### src/rtl/pulse_stim_pkg.sv
// Shared types and constants for the pulse stimulus generator.
package pulse_stim_pkg;

  localparam int unsigned LFSR_W = 16;
  localparam int unsigned CNT_W  = 16;

  localparam logic [LFSR_W-1:0] LFSR_TAPS    = 16'hB400;
  localparam logic [LFSR_W-1:0] DEFAULT_SEED = 16'hACE1;
  localparam logic [CNT_W-1:0]  MISMATCH_MAX = 16'hFFFF;

  typedef enum logic [1:0] {
    ST_IDLE  = 2'd0,
    ST_RUN   = 2'd1,
    ST_FLUSH = 2'd2,
    ST_DONE  = 2'd3
  } state_e;

  // Right-shifting Galois step; a nonzero state never maps to zero.
  function automatic logic [LFSR_W-1:0] lfsr_step(input logic [LFSR_W-1:0] s);
    return (s >> 1) ^ (s[0] ? LFSR_TAPS : LFSR_W'(0));
  endfunction

endpackage

### src/rtl/pulse_stim_gen_if.sv
// Stimulus/observation bundle between the generator and the counter under test.
interface pulse_stim_gen_if #(
  parameter int unsigned P_BIT = 4
);
  import pulse_stim_pkg::*;

  logic             start;
  logic [CNT_W-1:0] num_txn;
  logic             busy;
  logic             done;
  logic             enable;
  logic             wenable;
  logic [P_BIT-1:0] wcount;
  logic [P_BIT-1:0] count;
  logic             carry;
  logic [P_BIT-1:0] exp_count;
  logic             exp_carry;
  logic [CNT_W-1:0] mismatch_cnt;

  modport master (
    input  start, num_txn, count, carry,
    output busy, done, enable, wenable, wcount, exp_count, exp_carry, mismatch_cnt
  );

  modport slave (
    output start, num_txn, count, carry,
    input  busy, done, enable, wenable, wcount, exp_count, exp_carry, mismatch_cnt
  );

endinterface

### src/rtl/pulse_ref_model.sv
// Behavioural counter model: load beats increment, carry only on an increment wrap.
module pulse_ref_model #(
  parameter int unsigned P_BIT = 4
) (
  input  logic             clk,
  input  logic             resetn,
  input  logic             enable,
  input  logic             wenable,
  input  logic [P_BIT-1:0] wcount,
  output logic [P_BIT-1:0] exp_count,
  output logic             exp_carry
);

  logic [P_BIT:0] inc_c;

  assign inc_c = {1'b0, exp_count} + (P_BIT+1)'(1);

  always_ff @(posedge clk or negedge resetn) begin
    if (!resetn) begin
      exp_count <= '0;
      exp_carry <= 1'b0;
    end else if (wenable) begin
      exp_count <= wcount;
      exp_carry <= 1'b0;
    end else if (enable) begin
      exp_count <= inc_c[P_BIT-1:0];
      exp_carry <= inc_c[P_BIT];
    end else begin
      exp_carry <= 1'b0;
    end
  end

endmodule

### src/rtl/pulse_stim_gen.sv
// LFSR-driven stimulus generator for an up-counter with optional in-line checker.
// Define PULSE_STIM_GEN_MODEL_EN to build the reference model and compare logic.
module pulse_stim_gen
  import pulse_stim_pkg::*;
#(
  parameter int unsigned P_BIT      = 4,
  parameter logic [15:0] P_SEED     = 16'hACE1,
  parameter logic [7:0]  P_LOAD_THR = 8'd32
) (
  input logic              clk,
  input logic              resetn,
  pulse_stim_gen_if.master bus
);

  localparam logic [LFSR_W-1:0] SEED = (P_SEED == 16'h0000) ? DEFAULT_SEED : P_SEED;

  state_e             state_q, state_d;
  logic               start_acc_c;
  logic [CNT_W-1:0]   remain_q;
  logic [LFSR_W-1:0]  lfsr_q;
  logic               enable_q;
  logic               wenable_q;
  logic [P_BIT-1:0]   wcount_q;
  logic               busy_q;
  logic               done_q;

  // Next-state logic; start is only looked at while idle.
  always_comb begin
    state_d     = state_q;
    start_acc_c = 1'b0;
    case (state_q)
      ST_IDLE: begin
        if (bus.start) begin
          start_acc_c = 1'b1;
          state_d     = (bus.num_txn != '0) ? ST_RUN : ST_DONE;
        end
      end
      ST_RUN: begin
        if (remain_q == CNT_W'(1)) begin
          state_d = ST_FLUSH;
        end
      end
      ST_FLUSH: state_d = ST_DONE;
      ST_DONE:  state_d = ST_IDLE;
      default:  state_d = ST_IDLE;
    endcase
  end

  // State register and remaining RUN-cycle counter.
  always_ff @(posedge clk or negedge resetn) begin
    if (!resetn) begin
      state_q  <= ST_IDLE;
      remain_q <= '0;
    end else begin
      state_q <= state_d;
      if (start_acc_c) begin
        remain_q <= bus.num_txn;
      end else if (state_q == ST_RUN) begin
        remain_q <= remain_q - CNT_W'(1);
      end
    end
  end

  // Stimulus is registered on the edge entering each RUN cycle so it is valid
  // exactly during RUN; the LFSR steps once per RUN cycle and holds otherwise.
  always_ff @(posedge clk or negedge resetn) begin
    if (!resetn) begin
      lfsr_q    <= SEED;
      enable_q  <= 1'b0;
      wenable_q <= 1'b0;
      wcount_q  <= '0;
      busy_q    <= 1'b0;
      done_q    <= 1'b0;
    end else begin
      busy_q <= (state_d == ST_RUN) || (state_d == ST_FLUSH);
      done_q <= (state_d == ST_DONE);
      if (state_d == ST_RUN) begin
        lfsr_q    <= lfsr_step(lfsr_q);
        enable_q  <= lfsr_q[0] | lfsr_q[1];
        wenable_q <= (lfsr_q[15:8] < P_LOAD_THR);
        wcount_q  <= lfsr_q[P_BIT+1:2];
      end else begin
        enable_q  <= 1'b0;
        wenable_q <= 1'b0;
      end
    end
  end

  assign bus.busy    = busy_q;
  assign bus.done    = done_q;
  assign bus.enable  = enable_q;
  assign bus.wenable = wenable_q;
  assign bus.wcount  = wcount_q;

`ifdef PULSE_STIM_GEN_MODEL_EN
  logic [P_BIT-1:0] exp_count_w;
  logic             exp_carry_w;
  logic             first_q;
  logic [CNT_W-1:0] mismatch_q;
  logic             cmp_c;
  logic             diff_c;

  pulse_ref_model #(
    .P_BIT (P_BIT)
  ) u_ref_model (
    .clk       (clk),
    .resetn    (resetn),
    .enable    (enable_q),
    .wenable   (wenable_q),
    .wcount    (wcount_q),
    .exp_count (exp_count_w),
    .exp_carry (exp_carry_w)
  );

  // The first RUN cycle still shows the pre-run counter, so it is not compared.
  assign cmp_c  = ((state_q == ST_RUN) && !first_q) || (state_q == ST_FLUSH);
  assign diff_c = {bus.count, bus.carry} != {exp_count_w, exp_carry_w};

  always_ff @(posedge clk or negedge resetn) begin
    if (!resetn) begin
      first_q    <= 1'b0;
      mismatch_q <= '0;
    end else begin
      first_q <= (state_q == ST_IDLE);
      if (start_acc_c) begin
        mismatch_q <= '0;
      end else if (cmp_c && diff_c && (mismatch_q != MISMATCH_MAX)) begin
        mismatch_q <= mismatch_q + CNT_W'(1);
      end
    end
  end

  assign bus.exp_count    = exp_count_w;
  assign bus.exp_carry    = exp_carry_w;
  assign bus.mismatch_cnt = mismatch_q;
`else
  logic unused_obs_c;

  assign unused_obs_c     = ^{bus.count, bus.carry};
  assign bus.exp_count    = '0;
  assign bus.exp_carry    = 1'b0;
  assign bus.mismatch_cnt = '0;
`endif

endmodule
### src/flat_wrapper.sv
// flat-port wrapper written by rule: the top's interface ports become plain ports
module pulse_stim_gen_flat import pulse_stim_pkg::*;
#(
  parameter int unsigned P_BIT      = 4,
  parameter logic [15:0] P_SEED     = 16'hACE1,
  parameter logic [7:0]  P_LOAD_THR = 8'd32
)
  (clk, resetn, bus_start, bus_num_txn, bus_count, bus_carry, bus_busy, bus_done, bus_enable, bus_wenable, bus_wcount, bus_exp_count, bus_exp_carry, bus_mismatch_cnt);
  pulse_stim_gen_if #(.P_BIT(P_BIT)) bus_i ();
  input logic clk;
  input logic resetn;
  input wire logic [$bits(bus_i.start)-1:0] bus_start;
  input wire logic [$bits(bus_i.num_txn)-1:0] bus_num_txn;
  input wire logic [$bits(bus_i.count)-1:0] bus_count;
  input wire logic [$bits(bus_i.carry)-1:0] bus_carry;
  output wire logic [$bits(bus_i.busy)-1:0] bus_busy;
  output wire logic [$bits(bus_i.done)-1:0] bus_done;
  output wire logic [$bits(bus_i.enable)-1:0] bus_enable;
  output wire logic [$bits(bus_i.wenable)-1:0] bus_wenable;
  output wire logic [$bits(bus_i.wcount)-1:0] bus_wcount;
  output wire logic [$bits(bus_i.exp_count)-1:0] bus_exp_count;
  output wire logic [$bits(bus_i.exp_carry)-1:0] bus_exp_carry;
  output wire logic [$bits(bus_i.mismatch_cnt)-1:0] bus_mismatch_cnt;
  assign bus_i.start = bus_start;
  assign bus_i.num_txn = bus_num_txn;
  assign bus_i.count = bus_count;
  assign bus_i.carry = bus_carry;
  assign bus_busy = bus_i.busy;
  assign bus_done = bus_i.done;
  assign bus_enable = bus_i.enable;
  assign bus_wenable = bus_i.wenable;
  assign bus_wcount = bus_i.wcount;
  assign bus_exp_count = bus_i.exp_count;
  assign bus_exp_carry = bus_i.exp_carry;
  assign bus_mismatch_cnt = bus_i.mismatch_cnt;
  pulse_stim_gen #(.P_BIT(P_BIT), .P_SEED(P_SEED), .P_LOAD_THR(P_LOAD_THR)) u_core (.clk(clk), .resetn(resetn), .bus(bus_i));
endmodule
### config.mk
export PLATFORM = sky130hd
export DESIGN_NAME = pulse_stim_gen_flat
export DESIGN_NICKNAME = d
export VERILOG_FILES = /design/src/rtl/pulse_stim_pkg.sv /design/src/rtl/pulse_stim_gen_if.sv /design/src/rtl/pulse_ref_model.sv /design/src/rtl/pulse_stim_gen.sv /design/src/flat_wrapper.sv
export SDC_FILE = /design/constraint.sdc
export NUM_CORES = 1
export LEC_CHECK = 0
export CAP_MARGIN = 20
export CORE_MARGIN = 3
export CORE_UTILIZATION = 49
export CTS_CLUSTER_DIAMETER = 50
export CTS_CLUSTER_SIZE = 14
export DETAILED_ROUTE_END_ITERATION = 7
export PLACE_DENSITY = 0.8
export SYNTH_ARGS = -nofsm -noshare
export SYNTH_HDL_FRONTEND = slang
export SYNTH_SLANG_ARGS = --single-unit
### constraint.sdc
create_clock -name clk -period 3.45 [get_ports clk]
set_input_delay 0.5175 -clock clk [delete_from_list [all_inputs] [get_ports clk]]
set_output_delay 0.5175 -clock clk [all_outputs]
set_load 0.02 [all_outputs]
After elaboration in Yosys (flattened, before gate mapping)
Cells that the tools add are included.

operators by class
  add/subtract/negate cells = 1
  $lt $le $gt $ge = 1
  equal/unequal tests = 7
  reductions and logical operators = 4
  mux-type cells = 11
  bitwise operators = 2

operators by type and width
  kind                   count
  $mux 16                3
  $eq 16x1->1 const B    1
  $reduce_bool 16->1     1
  $sub 16x1->16 const B  1
  $xor 15x16->16         1
  $eq 2x2->1 const B     4
  $lt 8x6->1 const B     1
  $pmux 2 s4             1
  $mux 2                 3
  $eq 2x1->1 const B     2
  $mux 1                 4
  $logic_not 2->1        1
  $reduce_bool 2->1      1
  $logic_or 1x1->1       1
  $or 1x1->1             1

word-level totals
  input bits = 24
  register bits = 42

Longest topological paths before layout
  depth in word-level cells = 6
  mapped depth = 10
  gate-level depth less buffers = 8

Worst setup path before layout
OpenSTA, ideal clock, no wires.

  path type = reg-to-reg
  start point = reg u_core.remain_q[1]
  end point = reg u_core.lfsr_q[8]
  setup time = 125 ps
  data arrival time = 2431 ps
  path slack = 894 ps
  stages on the path, launching flop included = 10
  clock period less this slack = 2556 ps
  cell sequence = dfrtp_1 inv_1 ha_1 or4b_1 o41ai_2 nor2_1 ha_1 clkbuf_1 clkbuf_1 mux2_2

on the way
  cells in the longest elaborated chain, start to end = 4

RTL lines
  item                    line                  RTL
  start, declared         pulse_stim_gen.sv:19  logic [CNT_W-1:0] remain_q;
  start signal, assigned  pulse_stim_gen.sv:57  remain_q <= bus.num_txn;
  start signal, assigned  pulse_stim_gen.sv:59  remain_q <= remain_q - CNT_W'(1);
  $eq 16x1->1             pulse_stim_gen.sv:39  if (remain_q == CNT_W'(1)) begin
  $mux 2                  pulse_stim_gen.sv:39
  $pmux 2 s4              pulse_stim_gen.sv:31  case (state_q)
  $eq 2x1->1              pulse_stim_gen.sv:77  if (state_d == ST_RUN) begin
  end signal, assigned    pulse_stim_gen.sv:78  lfsr_q <= lfsr_step(lfsr_q);
  end, declared           pulse_stim_gen.sv:20  logic [LFSR_W-1:0] lfsr_q;

No other way between the ends.
A chain may end at the register's enable or synchronous reset.

Worst setup path after layout
  start point = in bus_start
  end point = reg u_core.lfsr_q[4]

on the way
  cells in the longest elaborated chain, start to end = 3

RTL lines
  item                   line                  RTL
  start, declared        flat_wrapper.sv:12    input wire logic [$bits(bus_i.start)-1:0] bus_start;
  $mux 2                 pulse_stim_gen.sv:33  if (bus.start) begin
  $pmux 2 s4             pulse_stim_gen.sv:31
  net u_core.state_d[0]  pulse_stim_gen.sv:17  state_e state_q, state_d;
  $eq 2x1->1             pulse_stim_gen.sv:77

The timed path passes the listed nets, and every way through them passes these cells.

==> results.txt <==
- Outcome: completed
* Kind of start point of the critical path: input pin
* Vert. Die Dim: approximately 71 um
- Cell type of the slowest stage on the worst timing path: ha_1
- Sw Ratio: 0.342
- From synthesis to final layout, the design area changed by 14.2%.
- Setup repair after global routing left no endpoint under its margin.
* Hold Violations, Final: 0
- The initial utilization of the core area, before any placement, comes to 0.533.
* Number of vias per cell: 5.59
- Gr ovfl total: 0
- Startpoint-to-endpoint class of the critical path: input pin to flop
- Sequential fraction of the synthesis area: 0.468
* Slowest stage delay, CP: about 0.74 ns
- For this run, the top clock speed supported by timing is around 370 MHz.
* Clock network fraction of total power: 0.203
- The completed layout was analyzed and its total power is roughly 1900 uW.
- The routed design could run at a clock period as short as 2.68 ns.
* Yosys top cell area share: 0.366
* Share of cells above drive strength 1: 0.169
- From left edge to right edge, the die measures between 70 and 80 um.
* Final GP Congestion: between 0.7 and 0.8
* Top fanout value on the critical path: 19
- Cts-stage hold buffer count: 0
* Multi-input logic area: about 940 sq um
- Post-synthesis cell area: 2050 sq um
- The worst pin sits at a relative slew slack of 0.458.
- Final period util: 0.778
* Standard cell core area: 3850 sq um
* Clock slew at the register clock pins of the worst setup and hold paths: ~0.070 ns
- Antenna diode count: 0
* Wire length of the first global-routing pass: between 6 and 7 mm
- For this run, the detailed router's first-pass iteration total came to 4.
- The detailed router finished its first iteration with 143 violations.
- Yosys reg bits: 38
- Sort of element at the end of the critical path: flop
- Net switching power figure: 635 uW
- FF+latch area: 961 sq um
- The number of gates resized after CTS was 0.
- Average instance area after synthesis: roughly 11 sq um
- Most area-consuming cells after synthesis: dfrtp_1, dfstp_2, buf_4, mux2_2, nand2_1
- Number of clock sinks: 38
- Of all cell types, the one taking the most synthesized area is dfrtp_1.
- For this design the top-level I/O count stands at 53.
- Library cells used by synthesis: 43
* List of cells traversed by the critical path: clkdlybuf4s50_1 -> nor3b_2 -> nor2_1 -> o22ai_1 -> ha_1 -> mux2_2
* Class of the tightest hold or removal check: input pin to asynchronous set/reset pin
- TritonCTS built the clock tree.
- Final Max Slew Viols: 0
- Post-detailed-route wirelength per cell: 14.4 um
- The number of antenna violations at the first check in global routing came to 0.
- Sum of negative setup slack: 0 ns
* Total routing resource utilization after global routing: 0.153
- Peak supply drop: between 0.3 and 0.4 mV
- Yosys printed 0 warnings.
- Vias: ~1500
- The tool flagged a number of max-cap violations equal to 0.
- Count of nets left with antenna violations after detail routing: 0
- In the synthesized netlist, the number of instances is 192.
* Standby leakage power: roughly 0.00096 uW
- Power density relative to cell area: ~800 nW/um^2
- The share of total power dissipated in sequential elements is 0.475.
- Counting both buffers and inverters, the worst setup path holds a total of 1.
- Critical path's top delay family: adder cells
- Combinational cell fraction of total power: 0.323
* Area of the die: between 5000 and 6000 sq um
- The root buffer cell chosen for the clock tree is clkbuf_8.
- Data arrives at the worst endpoint at approximately 2.9 ns.
- The number of setup buffers added after CTS is 0.
- Number of global-route vias before repair: about 1200
- Clock latency on the worst-skew pair, taken at its later pin, is 0.29 ns.
- At the worst endpoint, the required time is 3.62 ns.
* Buffers on Ports: 26
* Net total in the final layout: between 200 and 250
* Worst-case setup slack after placement: around 0.47 ns
- HPWL after DPL: between 2 and 3 mm
- Between clock sinks in the finished design, the worst skew comes to 0.00373 ns.
- Setup violations, final: 0
- After filler insertion, the fill cell instance count of the layout stands at approximately 320.
- For this run, design rule violations remaining after detail routing come to 0.
- In this run the number of H-tree levels came out at 2.
- At the pin with the least slew margin, the transition time is between 0.8 and 0.9 ns.
* Maximum number of pins on one net before global-route repair: 39
- The internal power of the cells totals roughly 1200 uW.
* Worst Slack Setup Final: around 0.77 ns
- Wire length reported by the detailed router: approximately 3.8 mm
- The initialized floorplan defines 22 standard-cell rows.
* Number of buffers added by the clock tree synthesis step: 5
- Buffer depth of the longest clock path: 2
[per-stage QoR]
step | util | hold slack [ns] | area [sq um] | std cells
after floorplan | - | 0.222 | 2130 | 212
after global placement | 0.579 | 0.466 | 2230 | 254
after detailed placement | 0.579 | 0.469 | 2230 | 254
after CTS | 0.608 | 0.346 | 2340 | 261
after global routing | 0.608 | 0.372 | 2340 | 261
final | 0.608 | 0.319 | 2340 | 261
[Yosys cell counts]
cell type and count:
buf_4 25, o41ai_1 1, dfrtp_1 30, o311ai_1 1, or3_1 1, conb_1 1, nand4_1 3, nor3_4 1
or2_1 1, o41ai_2 1, inv_1 3, nor2_1 15, nand2b_1 2, nand4b_1 1, nor4b_4 1, clkbuf_2 1
o221ai_1 1, a32oi_1 2, or4b_1 1, xnor2_1 3, nor4_1 5, o211ai_1 8, xor2_1 1, mux2_2 13
dfstp_2 8, a21oi_1 5, o21a_1 1, nor3_1 3, a22oi_1 1, o22ai_1 1, a221o_1 2, nand3_1 5
ha_1 5, nor3b_2 1, nor2b_1 1, o21ai_0 2, nand4_2 1, or4_1 2, nor4b_1 1, o311ai_0 5
nor4_4 1, nand2_1 18, clkbuf_1 7
[registers in the layout, summed over array words and instances, names as in the netlist]
name                cells
u_core.bus.wenable      1
u_core.state_q          2
u_core.bus.done         1
u_core.bus.wcount       3
u_core.lfsr_q          13
u_core.bus.enable       1
u_core.bus.busy         1
u_core.remain_q        16
[power groups by stage]
stage	registers [uW]	clock network, uW	logic, uW
2_1_floorplan	839	0	500
3_3_place_gp	878	0	580
3_5_place_dp	890	0	603
4_1_cts	883	385	606
5_1_grt	922	403	659
6_report	882	376	599
[layout make-up]
cell class              instances  share of cell area
clock inverters                 1              0.0128
repair buffers                 27               0.112
flip-flops and latches         38               0.410
inverters                       3             0.00480
clock buffers                   6              0.0352
well taps                      48              0.0256
multi-input cells             138               0.400
[cell families after synthesis]
family / Yosys count / synth area share
xor+xnor: 4 / 0.0171
mux: 13 / 0.0713
fa+ha+maj: 5 / 0.0305
flops: 38 / 0.468
other cells: 1 / 0.00183
buf+inv: 36 / 0.112
simple gates: 64 / 0.182
compound gates: 31 / 0.117
[path summary, 6_finish.rpt]
path,startpoint,end,slack (ns),depth (start not counted)
max,bus_start,u_core.lfsr_q[4]$_DFFE_PN0N_,0.77,6
min,resetn,u_core.remain_q[8]$_DFFE_PN0P_,0.32,1
max reg2reg,u_core.remain_q[1]$_DFFE_PN0P_,u_core.lfsr_q[4]$_DFFE_PN0N_,0.78,7
min reg2reg,u_core.lfsr_q[14]$_DFFE_PN0N_,u_core.bus.wenable$_DFF_PN0_,0.48,1
max in group asynchronous,resetn,u_core.lfsr_q[8]$_DFFE_PN0N_,2.62,1
min in group clk,u_core.lfsr_q[14]$_DFFE_PN0N_,u_core.bus.wenable$_DFF_PN0_,0.48,1
[cell usage in the layout, fill, tap and decap left out, types with 3 or more instances in the layout]
cell             Yosys  routed
nor3_1               3       3
nor2_1              15      15
xnor2_1              3       3
ha_1                 5       5
dfstp_2              8       8
nand3_1              5       5
o311ai_0             5       5
mux2_2              13      13
clkbuf_8             0       6
clkdlybuf4s50_1      0      25
nand4_1              3       3
o211ai_1             8       8
nor4_1               5       5
inv_1                3       3
nand2_1             18      18
conb_1               1      21
a21oi_1              5       5
dfrtp_1             30      30
[worst register-to-register path, delay by kind of cell, from the launching register on]
| kind | cells | cell delay (ns) |
|---|---|---|
| simple gates | 2 | 0.62 |
| compound gates | 1 | 0.39 |
| mux | 1 | 0.39 |
| flops | 1 | 0.44 |
| buf+inv | 1 | 0.10 |
| fa+ha+maj | 2 | 0.61 |
[per-layer routing]
metal	vias to the layer above	wire length [um]	global-route usage
met1	709	1710	0.217
met4	0	55	0.0501
met5	-	0	0
met2	53	1760	0.226
met3	6	241	0.0440
li1	691	-	-
No activity file was read; power rests on OpenSTA's default activity.
